### config.mk
export PLATFORM = sky130hd
export DESIGN_NAME = alu_op_sequencer
export DESIGN_NICKNAME = d
export VERILOG_FILES = /design/src/rtl/alu_op_sequencer.sv
export SDC_FILE = /design/constraint.sdc
export NUM_CORES = 1
export LEC_CHECK = 0
export CAP_MARGIN = 40
export CORE_ASPECT_RATIO = 0.9
export CORE_MARGIN = 8
export CORE_UTILIZATION = 38
export CTS_CLUSTER_DIAMETER = 100
export DETAILED_ROUTE_END_ITERATION = 6
export HOLD_SLACK_MARGIN = 0.1
export PLACE_DENSITY = 0.78
export SETUP_SLACK_MARGIN = 0.5
export SLEW_MARGIN = 40
export SYNTH_ARGS = -nofsm -noshare
export SYNTH_HDL_FRONTEND = slang
export SYNTH_SLANG_ARGS = --single-unit
### constraint.sdc
create_clock -name clk -period 2 [get_ports clk]
set_input_delay 0.4 -clock clk [delete_from_list [all_inputs] [get_ports clk]]
set_output_delay 0.4 -clock clk [all_outputs]
set_load 0.03 [all_outputs]
### src/rtl/alu_op_sequencer.sv
// Multi-cycle issue front end for the 32-bit ALU: decodes ALUOp/funct, drives the
// external ALU (repeated self-adds for sll) and returns the registered result/Zero.
module alu_op_sequencer (
    input  logic        clk,
    input  logic        reset,
    input  logic        in_valid,
    output logic        in_ready,
    input  logic [1:0]  alu_op,
    input  logic [5:0]  funct,
    input  logic [4:0]  shamt,
    input  logic [31:0] op_a,
    input  logic [31:0] op_b,
    output logic [3:0]  alu_ctl,
    output logic [31:0] alu_a,
    output logic [31:0] alu_b,
    input  logic [31:0] alu_out,
    input  logic        alu_zero,
    output logic        out_valid,
    input  logic        out_ready,
    output logic [31:0] result,
    output logic        zero,
    output logic        err
);

    typedef enum logic [1:0] {
        IDLE,
        EXEC,
        DONE
    } state_t;

    state_t state, state_nxt;

    logic [31:0] a_q;
    logic [31:0] b_q;
    logic [3:0]  code_q;
    logic        sll_q;
    logic [4:0]  cnt_q;
    logic [31:0] result_q;
    logic        zero_q;
    logic        err_q;

    logic        dec_legal;
    logic        dec_sll;
    logic [3:0]  dec_code;
    logic        accept;
    logic        exec_last;

    always_comb begin
        dec_legal = 1'b1;
        dec_sll   = 1'b0;
        dec_code  = 4'd0;
        case (alu_op)
            2'b00: dec_code = 4'd2;
            2'b01: dec_code = 4'd6;
            2'b10: begin
                case (funct)
                    6'b100000: dec_code = 4'd2;
                    6'b100010: dec_code = 4'd6;
                    6'b100100: dec_code = 4'd0;
                    6'b100101: dec_code = 4'd1;
                    6'b100111: dec_code = 4'd12;
                    6'b101010: dec_code = 4'd7;
                    6'b000000: dec_sll  = 1'b1;
                    default:   dec_legal = 1'b0;
                endcase
            end
            default: dec_legal = 1'b0;
        endcase
    end

    assign accept = (state == IDLE) && in_valid;

    // sll with shamt 0 is a single OR-with-zero pass; otherwise stop after the
    // pass that takes the counter from 1 to 0.
    assign exec_last = !sll_q || (cnt_q <= 5'd1);

    always_ff @(posedge clk) begin
        if (reset) begin
            state <= IDLE;
        end else begin
            state <= state_nxt;
        end
    end

    always_comb begin
        state_nxt = state;
        in_ready  = 1'b0;
        out_valid = 1'b0;
        alu_ctl   = '0;
        alu_a     = '0;
        alu_b     = '0;
        case (state)
            IDLE: begin
                in_ready = 1'b1;
                if (in_valid) begin
                    state_nxt = dec_legal ? EXEC : DONE;
                end
            end
            EXEC: begin
                if (!sll_q) begin
                    alu_ctl = code_q;
                    alu_a   = a_q;
                    alu_b   = b_q;
                end else if (cnt_q == 5'd0) begin
                    alu_ctl = 4'd1;
                    alu_a   = a_q;
                    alu_b   = '0;
                end else begin
                    alu_ctl = 4'd2;
                    alu_a   = a_q;
                    alu_b   = a_q;
                end
                if (exec_last) begin
                    state_nxt = DONE;
                end
            end
            DONE: begin
                out_valid = 1'b1;
                if (out_ready) begin
                    state_nxt = IDLE;
                end
            end
            default: state_nxt = IDLE;
        endcase
    end

    always_ff @(posedge clk) begin
        if (reset) begin
            a_q      <= '0;
            b_q      <= '0;
            code_q   <= '0;
            sll_q    <= 1'b0;
            cnt_q    <= '0;
            result_q <= '0;
            zero_q   <= 1'b0;
            err_q    <= 1'b0;
        end else begin
            if (accept) begin
                a_q    <= op_a;
                b_q    <= op_b;
                code_q <= dec_code;
                sll_q  <= dec_sll;
                cnt_q  <= shamt;
                if (dec_legal) begin
                    err_q <= 1'b0;
                end else begin
                    result_q <= '0;
                    zero_q   <= 1'b0;
                    err_q    <= 1'b1;
                end
            end
            if (state == EXEC) begin
                if (sll_q && (cnt_q != 5'd0)) begin
                    a_q   <= alu_out;
                    cnt_q <= cnt_q - 5'd1;
                end
                if (exec_last) begin
                    result_q <= alu_out;
                    zero_q   <= alu_zero;
                end
            end
        end
    end

    assign result = result_q;
    assign zero   = zero_q;
    assign err    = err_q;

endmodule

; ---- After elaboration in Yosys (flattened, before gate mapping)
; Index checks and enable logic that the tools add are counted.
[classes]
n_addsub = 1
order_cmp = 1
eq_ne = 13
muxes = 35
reduce_logical = 12
[op_table]
columns = operator, n
row1 = $mux W32, 11
row2 = $eq A6 B6 Y1 const B, 6
row3 = $pmux W4 S5, 1
row4 = $mux W5, 3
row5 = $pmux W4 S3, 1
row6 = $mux W1, 10
row7 = $mux W2, 5
row8 = $mux W4, 2
row9 = $reduce_or A7 Y1, 1
row10 = $logic_not A6 Y1, 1
row11 = $ne A2 B2 Y1 const B, 3
row12 = $pmux W2 S3, 1
row13 = $le A5 B1 Y1 const B, 1
row14 = $logic_not A5 Y1, 1
row15 = $reduce_bool A5 Y1, 1
row16 = $sub A5 B1 Y5 const B, 1
row17 = $eq A2 B1 Y1 const B, 2
row18 = $eq A2 B2 Y1 const B, 2
row19 = $logic_not A2 Y1, 2
row20 = $reduce_and A3 Y1, 1
row21 = $logic_and A1 B1 Y1, 2
row22 = $pmux W1 S2, 1
row23 = $reduce_or A2 Y1, 1
row24 = $logic_not A1 Y1, 1
row25 = $logic_or A1 B1 Y1, 1
[word_totals]
reg_bits = 110
inputBits = 114
output_inout_bits = 104
elab_cells = 71

; ---- Depth between registers and ports, before layout
; Gate-level depths: netlist of the first run.
[depth]
word_depth = 8
depth_mapped = 8
depth_no_buf = 6

; ---- Least setup slack after synthesis of the first run
; OpenSTA, ideal clock, no wires.
[synth_timing]
path_type = reg2out
from = register cnt_q[0]
to = output alu_b[10]
arrival_time_ns = 1.821
t_required_ns = 1.600
slack_ns = -0.221
stages_incl_launch_ff = 7
path_buffers = 1
path_cell_list = dfxtp_1 > inv_1 > ha_1 > nor4b_1 > nor2_1 > clkbuf_1 > a22o_1
[synth_via]
elab_chain_len = 4
[synth_rtl]
columns = element, line_no
row1 = start: declaration, 37  ; logic [4:0] cnt_q;
row2 = start signal: assignment, 143  ; cnt_q <= shamt;
row3 = start signal: assignment, 155  ; cnt_q <= cnt_q - 5'd1;
row4 = $logic_not A5 Y1, 104  ; end else if (cnt_q == 5'd0) begin
row5 = $mux W32, 104
row6 = $mux W32, 100  ; if (!sll_q) begin
row7 = $mux W32, 92  ; case (state)
row8 = end: declaration, 15  ; output logic [31:0] alu_b,
; Every way passes these cells.

; ---- Final worst setup path of the first run
[layout_timing]
from = register cnt_q[1]
to = output alu_b[20]
; Same word-level chain as after synthesis.

==> results.rst, run 1 <==
.. list-table::
   :header-rows: 1

   * - Metric
     - Value
   * - Overall track demand over capacity in global routing
     - 23.47%
   * - Floorplan row count
     - 39
   * - Vertical extent of the die
     - 123.4 um
   * - Worst hold path cell count
     - 2
   * - Via count of the first global-routing pass
     - 5807
   * - Final Setup Violations
     - 54
   * - Share of the yosys chip area belonging to registers
     - 45.19%
   * - Pin count of the biggest net entering global routing
     - 57
   * - Number of vias in the routed layout
     - 6029
   * - Number of instances in the synthesized netlist
     - 581
   * - Post-Synthesis Cell Area
     - 4873 um^2
   * - Area of the core region
     - 12590 um^2
   * - Setup repair after global routing missed its margin
     - yes
   * - Post-layout nets
     - 975
   * - Reg-to-reg critical path endpoint
     - result[31]
   * - Most frequent cells in the layout
     - sky130_fd_sc_hd__nand2_1, sky130_fd_sc_hd__dfxtp_1, sky130_fd_sc_hd__clkdlybuf4s50_1, sky130_fd_sc_hd__buf_6, sky130_fd_sc_hd__nor2_4
   * - Clock network fraction of design power
     - 31.6%
   * - # Max-Cap Violations
     - 0
   * - Number of flops mapped to enable cells by yosys
     - 0
   * - Remaining global-route overflow
     - 0
   * - Worst-case setup margin in the final layout
     - -293.1 ps
   * - CTS sink cnt
     - 110
   * - Number of nets produced by synthesis
     - 697
   * - Proportion of register bits with asynchronous set or reset after synthesis
     - 0%
   * - Overall die width
     - 135.4 um
   * - Summed area of non-filler cells in the final layout
     - 10300 um^2
   * - Max-slew headroom
     - 49.81%
   * - Power per cell area
     - 571.2 nW/um^2
   * - Total die area
     - 16710 um^2
   * - Count of input and output buffers
     - 217
   * - Number of distinct library cells after synthesis
     - 45
   * - Sequential cell fraction of total power
     - 41.3%
   * - CTS Buffer Depth
     - 2
   * - Hold Path Sink
     - b_q[15]
   * - Cell Int Power
     - 4.178 mW
   * - Setup Skew
     - 7.098 ps
   * - Kind of critical path
     - reg2out
   * - Switching Power
     - 1.705 mW
   * - Min-Delay Path Class
     - reg2reg
   * - Number of placed I/O pins
     - 218
   * - Worst Reg2Reg Path Length in Cells
     - 8
   * - Worst hold path startpoint
     - b_q[15]
   * - Seq cells post-synth
     - 110
   * - TritonCTS buffer count
     - 9
   * - Synth-to-layout area growth
     - 111.3%
   * - Register-to-Register Setup Slack
     - -80 ps
   * - Critical path data arrival time
     - 1890 ps
   * - Total length of routed wires
     - 25650 um
   * - TritonCTS clock tree
     - built
   * - Fin. max-slew vios
     - 0
   * - Transition at the pin with the smallest max-transition slack
     - 752.8 ps
   * - Initial drt markers
     - 453
   * - Worst-Skew Late Latency
     - 350 ps
   * - Clk pin slew, worst setup/hold paths
     - 70 ps
   * - Worst r2r src
     - state[1]
   * - Initial core utilization
     - 38.71%
   * - Violations in the final reports
     - setup timing
   * - Commonest register cell after synthesis
     - sky130_fd_sc_hd__dfxtp_1
   * - Post-Place Cell Area
     - 7670 um^2
   * - Total buffers and inverters traversed by the critical path
     - 4
   * - Via/cell ratio
     - 5.859
   * - Biggest fanout along the worst timing path
     - 10
   * - Delay of the slowest cell on the worst path
     - 320 ps
   * - Max IR drop VDD
     - 405.5 uV
   * - Clock tree root buffer cell
     - sky130_fd_sc_hd__clkbuf_16
   * - Sw Share
     - 28.98%
   * - Placed cell count
     - 949
   * - CP required
     - 1600 ps
   * - LEAKAGE
     - 4.467 nW
   * - Crit start category
     - register
   * - Antenna violations before repair
     - 0
   * - Clock period minus worst slack
     - 2293 ps
   * - Wire length of the first global-routing pass
     - 31290 um
   * - End-of-flow core utilization
     - 81.79%
   * - Synth Warn #
     - 0
   * - Proportion of layout cells with a drive suffix above 1
     - 49.65%
   * - Setup tns final
     - -9955 ps
   * - Quantity of hold-fixing buffers added after cts
     - 0
   * - Final std cells w/o fill
     - 1029
   * - Run status
     - finished with violations
   * - Final critical-path share of the clock period
     - 114.7%
   * - Average wire per standard cell
     - 24.93 um
   * - Drt drc
     - 0
   * - Endpoint kind of the worst setup timing path
     - output port
   * - Cells traversed along the worst timing path
     - inv_2, ha_4, nor4b_4, buf_4, nor2_4, clkbuf_16, a22o_4, buf_6
   * - Final ANT Viol Nets
     - 0
   * - Worst setup slack after placement
     - -331.3 ps
   * - Placer congestion estimate
     - 0.8435
   * - Mapped Avg Cell Area
     - 8.388 um^2
   * - Cell with the biggest individual delay on the critical path
     - sky130_fd_sc_hd__dfxtp_2
   * - Kind of cell with the highest combined delay on the critical path
     - buffers and inverters
   * - Top achievable clock speed
     - 436.1 MHz
   * - Proportion of power drawn by combinational gates
     - 27.1%
   * - Detailed Place HPWL
     - 13430 um
   * - Detailed-routing iteration count for the pre-antenna-repair pass
     - 5
   * - Total number of H-tree levels
     - 3
   * - Final Hold Vio Count
     - 0
-- worst max-delay path by stage --
stage / cells past startpoint / end / slack [ps] / startpoint
floorplan: 7 / alu_ctl[1] / 190 / cnt_q[1]
global placement: 6 / result[10] / -330 / in_valid
detailed placement: 6 / result[22] / -330 / in_valid
CTS: 8 / alu_b[31] / -280 / cnt_q[1]
global route: 8 / alu_b[20] / -370 / cnt_q[1]
finish: 8 / alu_b[20] / -290 / cnt_q[1]
-- power by group through the flow --
stage | sequential, mW | combinational [mW] | clock, mW
2_1_floorplan | 2.48 | 0.452 | 0
3_3_place_gp | 2.46 | 0.945 | 0
3_5_place_dp | 2.46 | 0.963 | 0
4_1_cts | 2.42 | 1.14 | 1.86
5_1_grt | 2.44 | 1.65 | 1.95
6_report | 2.43 | 1.59 | 1.86
-- sequential cells by signal, summed over array words and instances, names as in the netlist, 2 cells and up --
name    cells
result     32
cnt_q       5
state       2
a_q        32
b_q        32
code_q      4
-- layout make-up --
cell class | count | area [um^2]
diodes | 1 | 2.502
clock buffers | 13 | 260.3
clock inverters | 3 | 42.54
fillers | 696 | 2292
inverters | 6 | 22.52
multi-input cells | 413 | 3701
flip-flops and latches | 110 | 2215
well taps | 164 | 205.2
repair buffers | 319 | 3849
-- through the flow --
| stage | hold WS [ps] | power (mW) |
|---|---|---|
| after floorplan | 427.7 | 2.935 |
| after global placement | 435.7 | 3.402 |
| after detailed placement | 449.2 | 3.428 |
| after CTS | 459.0 | 5.407 |
| after global routing | 490.4 | 6.044 |
| final | 471.9 | 5.882 |
-- kinds of logic (layout without fill, tap and decap cells) --
logic type               Yosys count  in the layout  synth area share (%)
other                              0              1                     0
buffers and inverters             58            341                 5.545
adder cells (fa/ha/maj)            2              2                0.5134
flip-flops                       110            110                 45.19
AO/OA/AOI/OAI                    161            161                 25.83
AND/OR/NAND/NOR                  249            249                 22.70
multiplexers                       1              1                0.2310
-- worst register-to-register path: stages, from the launching register on --
cell and delay, ps:
sky130_fd_sc_hd__dfxtp_4 360, sky130_fd_sc_hd__buf_12 120, sky130_fd_sc_hd__or3b_4 410, sky130_fd_sc_hd__a311oi_4 350, sky130_fd_sc_hd__a211oi_4 130, sky130_fd_sc_hd__buf_6 140, sky130_fd_sc_hd__buf_6 110, sky130_fd_sc_hd__buf_16 130
sky130_fd_sc_hd__a22o_1 210
-- synthesized netlist by cell type, types with 2 or more instances --
master	number	share of area [%]
sky130_fd_sc_hd__and2_1	33	4.2
sky130_fd_sc_hd__a21oi_1	40	4.1
sky130_fd_sc_hd__a311oi_1	33	5.9
sky130_fd_sc_hd__nand2_1	137	11
sky130_fd_sc_hd__nor3_1	4	0.41
sky130_fd_sc_hd__buf_2	12	1.2
sky130_fd_sc_hd__a22oi_1	3	0.46
sky130_fd_sc_hd__a22o_1	66	12
sky130_fd_sc_hd__ha_1	2	0.51
sky130_fd_sc_hd__nor2b_1	2	0.26
sky130_fd_sc_hd__dfxtp_1	110	45
sky130_fd_sc_hd__buf_4	2	0.31
sky130_fd_sc_hd__inv_1	5	0.39
sky130_fd_sc_hd__and3_1	3	0.39
sky130_fd_sc_hd__o31ai_1	2	0.31
sky130_fd_sc_hd__a31oi_1	2	0.26
sky130_fd_sc_hd__nor2_1	51	3.9
sky130_fd_sc_hd__o21ai_0	2	0.21
sky130_fd_sc_hd__nand4_1	2	0.26
sky130_fd_sc_hd__a211oi_1	3	0.46
sky130_fd_sc_hd__clkbuf_1	34	2.6
sky130_fd_sc_hd__buf_6	4	0.92
sky130_fd_sc_hd__o21ai_1	2	0.21
sky130_fd_sc_hd__nand3_1	6	0.62
-- timing repair --
| item | CTS | global route |
|---|---|---|
| resized for setup | 194 | 249 |
| cloned | 9 | 18 |
| pin swaps | 11 | 102 |
| buffers inserted | 17 | 19 |
| setup endpoints to repair | 214 | 207 |
-- metal layers --
layer,wire length (um),global-route usage [%],up-vias
met5,0,0,-
met4,1146,9.702,0
met3,2215,5.321,88
met2,12940,42.04,355
met1,9348,26.53,2947
li1,-,-,2639
Note: power is estimated with default switching activity, not from simulation.
==> run 2, diff against run 1 <==
--- a/config.mk
+++ b/config.mk
@@ -14,6 +14,7 @@
 export HOLD_SLACK_MARGIN = 0.1
 export PLACE_DENSITY = 0.78
 export SETUP_SLACK_MARGIN = 0.5
+export SKIP_LAST_GASP = 1
 export SLEW_MARGIN = 40
 export SYNTH_ARGS = -nofsm -noshare
 export SYNTH_HDL_FRONTEND = slang
==> run 2 against run 1 <==
Effect of this change: critical path type unchanged; clock-buffer cell count stayed put; design area fell by 0.84%; sequential power hardly changed; the flow still finishes with violations (setup timing); register-to-register slack lost 70 ps; utilization is 0.69 points lower; final cell count up 0.19%; power increased by 0.68%.
==> results.rst, run 2 (synthesis results as in run 1) <==
.. list-table::
   :header-rows: 1

   * - Metric
     - Value
   * - Run status
     - finished with violations
   * - Violations in the final reports
     - setup timing
   * - Count of input and output buffers
     - 217
   * - CP required
     - 1600 ps
   * - Post-layout total power
     - 5.922 mW
   * - Kind of critical path
     - reg2out
   * - Clock tree root buffer cell
     - sky130_fd_sc_hd__clkbuf_16
   * - Crit start category
     - register
   * - Worst-case setup margin in the final layout
     - -287.9 ps
   * - Endpoint kind of the worst setup timing path
     - output port
   * - Final ANT Viol Nets
     - 0
   * - Top achievable clock speed
     - 437.1 MHz
   * - Final Hold Vio Count
     - 0
   * - Detailed Place HPWL
     - 13430 um
   * - Pin count of the biggest net entering global routing
     - 57
   * - Setup repair after global routing missed its margin
     - yes
   * - Remaining global-route overflow
     - 0
   * - Transition at the pin with the smallest max-transition slack
     - 756.6 ps
   * - Overall die width
     - 135.4 um
   * - Delay of the slowest cell on the worst path
     - 330 ps
   * - Placed cell count
     - 949
   * - Detailed-routing iteration count for the pre-antenna-repair pass
     - 6
   * - TritonCTS clock tree
     - built
   * - CTS Buffer Depth
     - 2
   * - Worst-Skew Late Latency
     - 340 ps
   * - Total of fill cells in the finished design
     - 702
   * - Drt drc
     - 0
   * - Final Setup Violations
     - 80
   * - Register-to-Register Setup Slack
     - -150 ps
   * - Placer congestion estimate
     - 0.8435
   * - Total length of routed wires
     - 25250 um
   * - Final critical-path share of the clock period
     - 114.4%
   * - LEAKAGE
     - 4.462 nW
   * - Overall track demand over capacity in global routing
     - 22.85%
   * - Clock period minus worst slack
     - 2288 ps
   * - # Max-Cap Violations
     - 0
   * - Via count of the first global-routing pass
     - 5719
   * - Max IR drop VDD
     - 417.2 uV
   * - Average wire per standard cell
     - 24.49 um
   * - TritonCTS buffer count
     - 9
   * - Proportion of layout cells with a drive suffix above 1
     - 49.48%
   * - Synth-to-layout area growth
     - 109.5%
   * - Fin. max-slew vios
     - 0
   * - Antenna violations before repair
     - 0
   * - Final std cells w/o fill
     - 1031
   * - Sequential cell area
     - 2215 um^2
   * - Worst hold path startpoint
     - code_q[3]
   * - Power per cell area
     - 580.0 nW/um^2
   * - Worst setup path start
     - cnt_q[1]
   * - Floorplan row count
     - 39
   * - Number of placed I/O pins
     - 218
   * - Most frequent cells in the layout
     - sky130_fd_sc_hd__nand2_1, sky130_fd_sc_hd__dfxtp_1, sky130_fd_sc_hd__clkdlybuf4s50_1, sky130_fd_sc_hd__buf_6, sky130_fd_sc_hd__buf_4
   * - Most common library cell in the layout ignoring fill and taps
     - sky130_fd_sc_hd__nand2_1
   * - Vertical extent of the die
     - 123.4 um
   * - Initial drt markers
     - 504
   * - Wire length of the first global-routing pass
     - 30530 um
   * - Area taken by multi-input logic gates
     - 3659 um^2
   * - Worst r2r src
     - state[1]
   * - Total number of H-tree levels
     - 3
   * - Via/cell ratio
     - 5.793
   * - Critical path data arrival time
     - 1890 ps
   * - Cells traversed along the worst timing path
     - inv_2, ha_4, nor4b_4, buf_4, nor2_4, buf_12, a22o_2, buf_4
   * - Total die area
     - 16710 um^2
   * - Number of inserted diodes
     - 0
   * - Cell with the biggest individual delay on the critical path
     - sky130_fd_sc_hd__dfxtp_2
   * - Min-Delay Path Class
     - reg2reg
   * - Initial core utilization
     - 38.71%
   * - Area of the core region
     - 12590 um^2
   * - Number of vias in the routed layout
     - 5973
   * - Max-slew headroom
     - 49.56%
   * - Crit-path most repeated cell
     - sky130_fd_sc_hd__buf_4
   * - Clk pin slew, worst setup/hold paths
     - 70 ps
   * - Setup Skew
     - 5.111 ps
   * - Post-layout nets
     - 978
   * - Biggest fanout along the worst timing path
     - 21
   * - End-of-flow core utilization
     - 81.11%
   * - CTS sink cnt
     - 110
[run 2: changes by cell type in the layout (fill, tap and decap cells not counted), moves of 2 or more]
cell | before | now
sky130_fd_sc_hd__buf_4 | 32 | 57
sky130_fd_sc_hd__buf_6 | 89 | 64
sky130_fd_sc_hd__buf_8 | 3 | 5
sky130_fd_sc_hd__nand2_1 | 104 | 106
sky130_fd_sc_hd__nor2_1 | 12 | 15
sky130_fd_sc_hd__nor2_4 | 37 | 33
[run 2: worst paths after layout]
path,cells after the start,end
max reg2reg,8,result[27]
max,8,alu_b[31]
min reg2reg,2,code_q[3]
min,2,code_q[3]
[run 2: per-stage QoR]
step	TNS (ps)	instance area [um^2]	worst slack, ps	hold WS, ps
after floorplan	0	5346	192.1	427.7
after global placement	-10840	7670	-326.6	435.7
after detailed placement	-11100	7670	-331.3	449.2
after CTS	-8606	8592	-281.0	459.0
after global routing	-14910	10210	-355.3	490.6
final	-10790	10210	-287.9	468.7
[run 2: final cells by class]
cell class              count  area share [%]
repair buffers            322           37.29
multi-input cells         413           35.83
flip-flops and latches    110           21.69
clock buffers              13           2.549
well taps                 164           2.010
clock inverters             3          0.4166
inverters                   6          0.2206
[run 2: power by group]
group | internal [mW] | total (mW) | leakage [nW] | switching [mW]
clock network | 1.04 | 1.87 | 0.146 | 0.828
registers | 2.31 | 2.44 | 0.903 | 0.123
logic | 0.850 | 1.62 | 3.41 | 0.766
total | 4.21 | 5.92 | 4.46 | 1.72
[run 2: timing repair]
item / CTS / global route
hold buffers: 0 / 0
resized for setup: 122 / 289
pin swaps: 2 / 105
cloned: 9 / 20
endpoints found under the setup margin: 214 / 206
setup buffers: 17 / 20
[run 2: worst max-delay path: cells and delay by family (launching register included)]
family | cells | cell delay (ps)
flops | 1 | 330
buf+inv | 4 | 590
fa+ha+maj | 1 | 160
compound gates | 1 | 180
simple gates | 2 | 280
[run 2: metal layers]
layer	global-route usage, %	vias to the layer above	share of wire [%]	routed length [um]
met3	4.955	89	7.7	1951
met2	41.14	354	51	12920
met1	26.15	2896	37	9277
met4	8.385	0	4.4	1103
met5	0	-	0	0
li1	-	2634	-	-
==> run 3, diff against run 2 <==
--- a/config.mk
+++ b/config.mk
@@ -13,6 +13,7 @@
 export DETAILED_ROUTE_END_ITERATION = 6
 export HOLD_SLACK_MARGIN = 0.1
 export PLACE_DENSITY = 0.78
+export REMOVE_ABC_BUFFERS = 1
 export SETUP_SLACK_MARGIN = 0.5
 export SKIP_LAST_GASP = 1
 export SLEW_MARGIN = 40
==> run 3 against run 2 <==
Effect of this change: the flow still finishes with violations (setup timing); maximum frequency down 3.4%; highest routed layer is now met5; die area unchanged; non-clock buffer count grew 29; design area is 1.5% lower; final cell count is 2.9% higher; critical endpoint is now alu_b[18]; critical path type unchanged.
==> results.rst, run 3 (synthesis results as in run 1) <==
.. list-table::
   :header-rows: 1

   * - Metric
     - Value
   * - Via/cell ratio
     - 6.103
   * - Proportion of layout cells with a drive suffix above 1
     - 41.25%
   * - End-of-flow core utilization
     - 79.85%
   * - Proportion of power drawn by combinational gates
     - 28.7%
   * - Detailed-routing iteration count for the pre-antenna-repair pass
     - 6
   * - Floorplan row count
     - 39
   * - Number of placed I/O pins
     - 218
   * - Worst r2r src
     - cnt_q[3]
   * - Clock period minus worst slack
     - 2369 ps
   * - Critical path data arrival time
     - 1970 ps
   * - Final std cells w/o fill
     - 1061
   * - Switching Power
     - 1.801 mW
   * - Average wire per standard cell
     - 26.33 um
   * - Total of fill cells in the finished design
     - 704
   * - Worst-case setup margin in the final layout
     - -369.1 ps
   * - Max-slew headroom
     - 54.63%
   * - Via count of the first global-routing pass
     - 6534
   * - Sw Share
     - 30.25%
   * - TritonCTS buffer count
     - 9
   * - Wire length of the first global-routing pass
     - 37530 um
   * - Pin count of the biggest net entering global routing
     - 43
   * - LEAKAGE
     - 4.203 nW
   * - Number of inserted diodes
     - 0
   * - Clk pin slew, worst setup/hold paths
     - 90 ps
   * - Max IR drop VDD
     - 390.3 uV
   * - Remaining global-route overflow
     - 0
   * - Register-to-Register Setup Slack
     - -240 ps
   * - Top achievable clock speed
     - 422.1 MHz
   * - Destination of the critical timing path
     - alu_b[18]
   * - Endpoint kind of the worst setup timing path
     - output port
   * - Most common library cell in the layout ignoring fill and taps
     - sky130_fd_sc_hd__nand2_1
   * - Quantity of hold-fixing buffers added after cts
     - 0
   * - Fin. max-slew vios
     - 0
   * - Crit start category
     - register
   * - Reg-to-reg critical path endpoint
     - result[2]
   * - CP required
     - 1600 ps
   * - Area of the core region
     - 12590 um^2
   * - # Max-Cap Violations
     - 0
   * - Sequential cell fraction of total power
     - 40.8%
   * - Most frequent cells in the layout
     - sky130_fd_sc_hd__nand2_1, sky130_fd_sc_hd__clkdlybuf4s50_1, sky130_fd_sc_hd__dfxtp_1, sky130_fd_sc_hd__buf_6, sky130_fd_sc_hd__a22o_1
   * - Count of input and output buffers
     - 217
   * - Placed cell count
     - 948
   * - Post-layout total power
     - 5.953 mW
   * - Kind of critical path
     - reg2out
   * - Area taken by multi-input logic gates
     - 2973 um^2
   * - Antenna violations before repair
     - 1
   * - Setup repair after global routing missed its margin
     - yes
   * - Worst setup path start
     - cnt_q[0]
   * - Drt drc
     - 0
   * - CTS Buffer Depth
     - 2
   * - Cell Int Power
     - 4.152 mW
   * - Worst-Skew Late Latency
     - 360 ps
   * - Initial core utilization
     - 38.71%
   * - Total length of routed wires
     - 27940 um
   * - Min-Delay Path Class
     - reg2reg
   * - Biggest fanout along the worst timing path
     - 5
   * - Synth-to-layout area growth
     - 106.3%
   * - CTS sink cnt
     - 110
   * - Post-layout nets
     - 1008
   * - Total number of H-tree levels
     - 3
   * - Vertical extent of the die
     - 123.4 um
   * - Final Hold Vio Count
     - 0
   * - Violations in the final reports
     - setup timing
   * - Run status
     - finished with violations
   * - Post-route worst hold slack
     - 462.5 ps
   * - Transition at the pin with the smallest max-transition slack
     - 679.5 ps
   * - Number of vias in the routed layout
     - 6475
   * - Detailed Place HPWL
     - 12840 um
   * - Worst Reg2Reg Path Length in Cells
     - 7
   * - Final critical-path share of the clock period
     - 118.5%
   * - Overall track demand over capacity in global routing
     - 29.06%
   * - Power per cell area
     - 592.1 nW/um^2
   * - Clock tree root buffer cell
     - sky130_fd_sc_hd__clkbuf_16
   * - Total die area
     - 16710 um^2
   * - Clock network fraction of design power
     - 30.5%
   * - Setup tns final
     - -17760 ps
   * - Placer congestion estimate
     - 0.8492
   * - Final Setup Violations
     - 132
   * - Initial drt markers
     - 902
   * - Overall die width
     - 135.4 um
   * - Sequential cell area
     - 2212 um^2
   * - Setup Skew
     - 13.78 ps
   * - TritonCTS clock tree
     - built
   * - Final ANT Viol Nets
     - 0
==> run 3: changes by cell type in the layout (fill, tap and decap cells not counted), moves of 10 or more <==
| cell | change |
|---|---|
| sky130_fd_sc_hd__a22o_1 | +30 |
| sky130_fd_sc_hd__a22o_4 | -28 |
| sky130_fd_sc_hd__a311oi_1 | +18 |
| sky130_fd_sc_hd__a311oi_2 | -18 |
| sky130_fd_sc_hd__buf_16 | +17 |
| sky130_fd_sc_hd__buf_4 | -14 |
| sky130_fd_sc_hd__buf_6 | +28 |
| sky130_fd_sc_hd__clkbuf_2 | +10 |
| sky130_fd_sc_hd__dlymetal6s2s_1 | -18 |
| sky130_fd_sc_hd__nor2_1 | +30 |
| sky130_fd_sc_hd__nor2_4 | -27 |
==> run 3: area by class of cell <==
type	instances	area share (%)
inverter	6	0.2240
multi-input combinational	414	29.57
timing repair buffer	351	43.24
tap	164	2.041
clock inverter	6	0.5476
clock buffer	10	2.377
sequential	110	22.00
==> run 3: power by group through the flow <==
stage / Clock [mW] / Combinational, mW / Sequential (mW)
2_1_floorplan: 0 / 0.361 / 2.47
3_3_place_gp: 0 / 0.927 / 2.44
3_5_place_dp: 0 / 0.945 / 2.45
4_1_cts: 1.80 / 1.47 / 2.41
5_1_grt: 1.94 / 1.76 / 2.44
6_report: 1.82 / 1.71 / 2.43
==> run 3: per-layer routing <==
| metal | track usage (%) | part of all wire, % | routed length [um] |
|---|---|---|---|
| met5 | 0 | 0.039 | 11 |
| met4 | 15.80 | 5.6 | 1577 |
| met3 | 7.961 | 11 | 3112 |
| met2 | 48.66 | 47 | 13060 |
| met1 | 33.33 | 36 | 10170 |
==> run 3: repair_timing <==
| item | 4_1_cts | 5_1_grt |
|---|---|---|
| buffers inserted | 32 | 30 |
| hold endpoints to repair | 0 | 0 |
| resized for setup | 277 | 110 |
| setup endpoints to repair | 213 | 206 |
| pin swaps | 98 | 47 |
| cloned | 29 | 6 |
==> run 3: worst min-delay path by stage <==
| stage | startpoint | depth (start not counted) | slack (ps) | endpoint |
|---|---|---|---|---|
| after floorplan | code_q[3] | 2 | 420 | code_q[3] |
| after global placement | code_q[3] | 2 | 440 | code_q[3] |
| after detailed placement | b_q[22] | 2 | 450 | b_q[22] |
| after CTS | b_q[28] | 2 | 460 | b_q[28] |
| after global routing | b_q[0] | 2 | 480 | b_q[0] |
| final | b_q[0] | 2 | 460 | b_q[0] |
==> run 3: worst max-delay path, cell delays in order, from the launching register on <==
cell,delay (ps)
sky130_fd_sc_hd__dfxtp_2,340
sky130_fd_sc_hd__inv_2,80
sky130_fd_sc_hd__ha_4,140
sky130_fd_sc_hd__nor4b_4,170
sky130_fd_sc_hd__buf_4,160
sky130_fd_sc_hd__nor2_4,40
sky130_fd_sc_hd__buf_12,150
sky130_fd_sc_hd__clkbuf_16,160
sky130_fd_sc_hd__a22o_1,210
sky130_fd_sc_hd__buf_6,150
==> run 3: metrics by stage <==
| stage | area (um^2) | setup slack, ps |
|---|---|---|
| global placement | 7323 | -317.8 |
| CTS | 9452 | -314.7 |
| detailed placement | 7323 | -339.9 |
| floorplan | 4626 | -3431 |
| finish | 10050 | -369.1 |
| global route | 10050 | -444.4 |
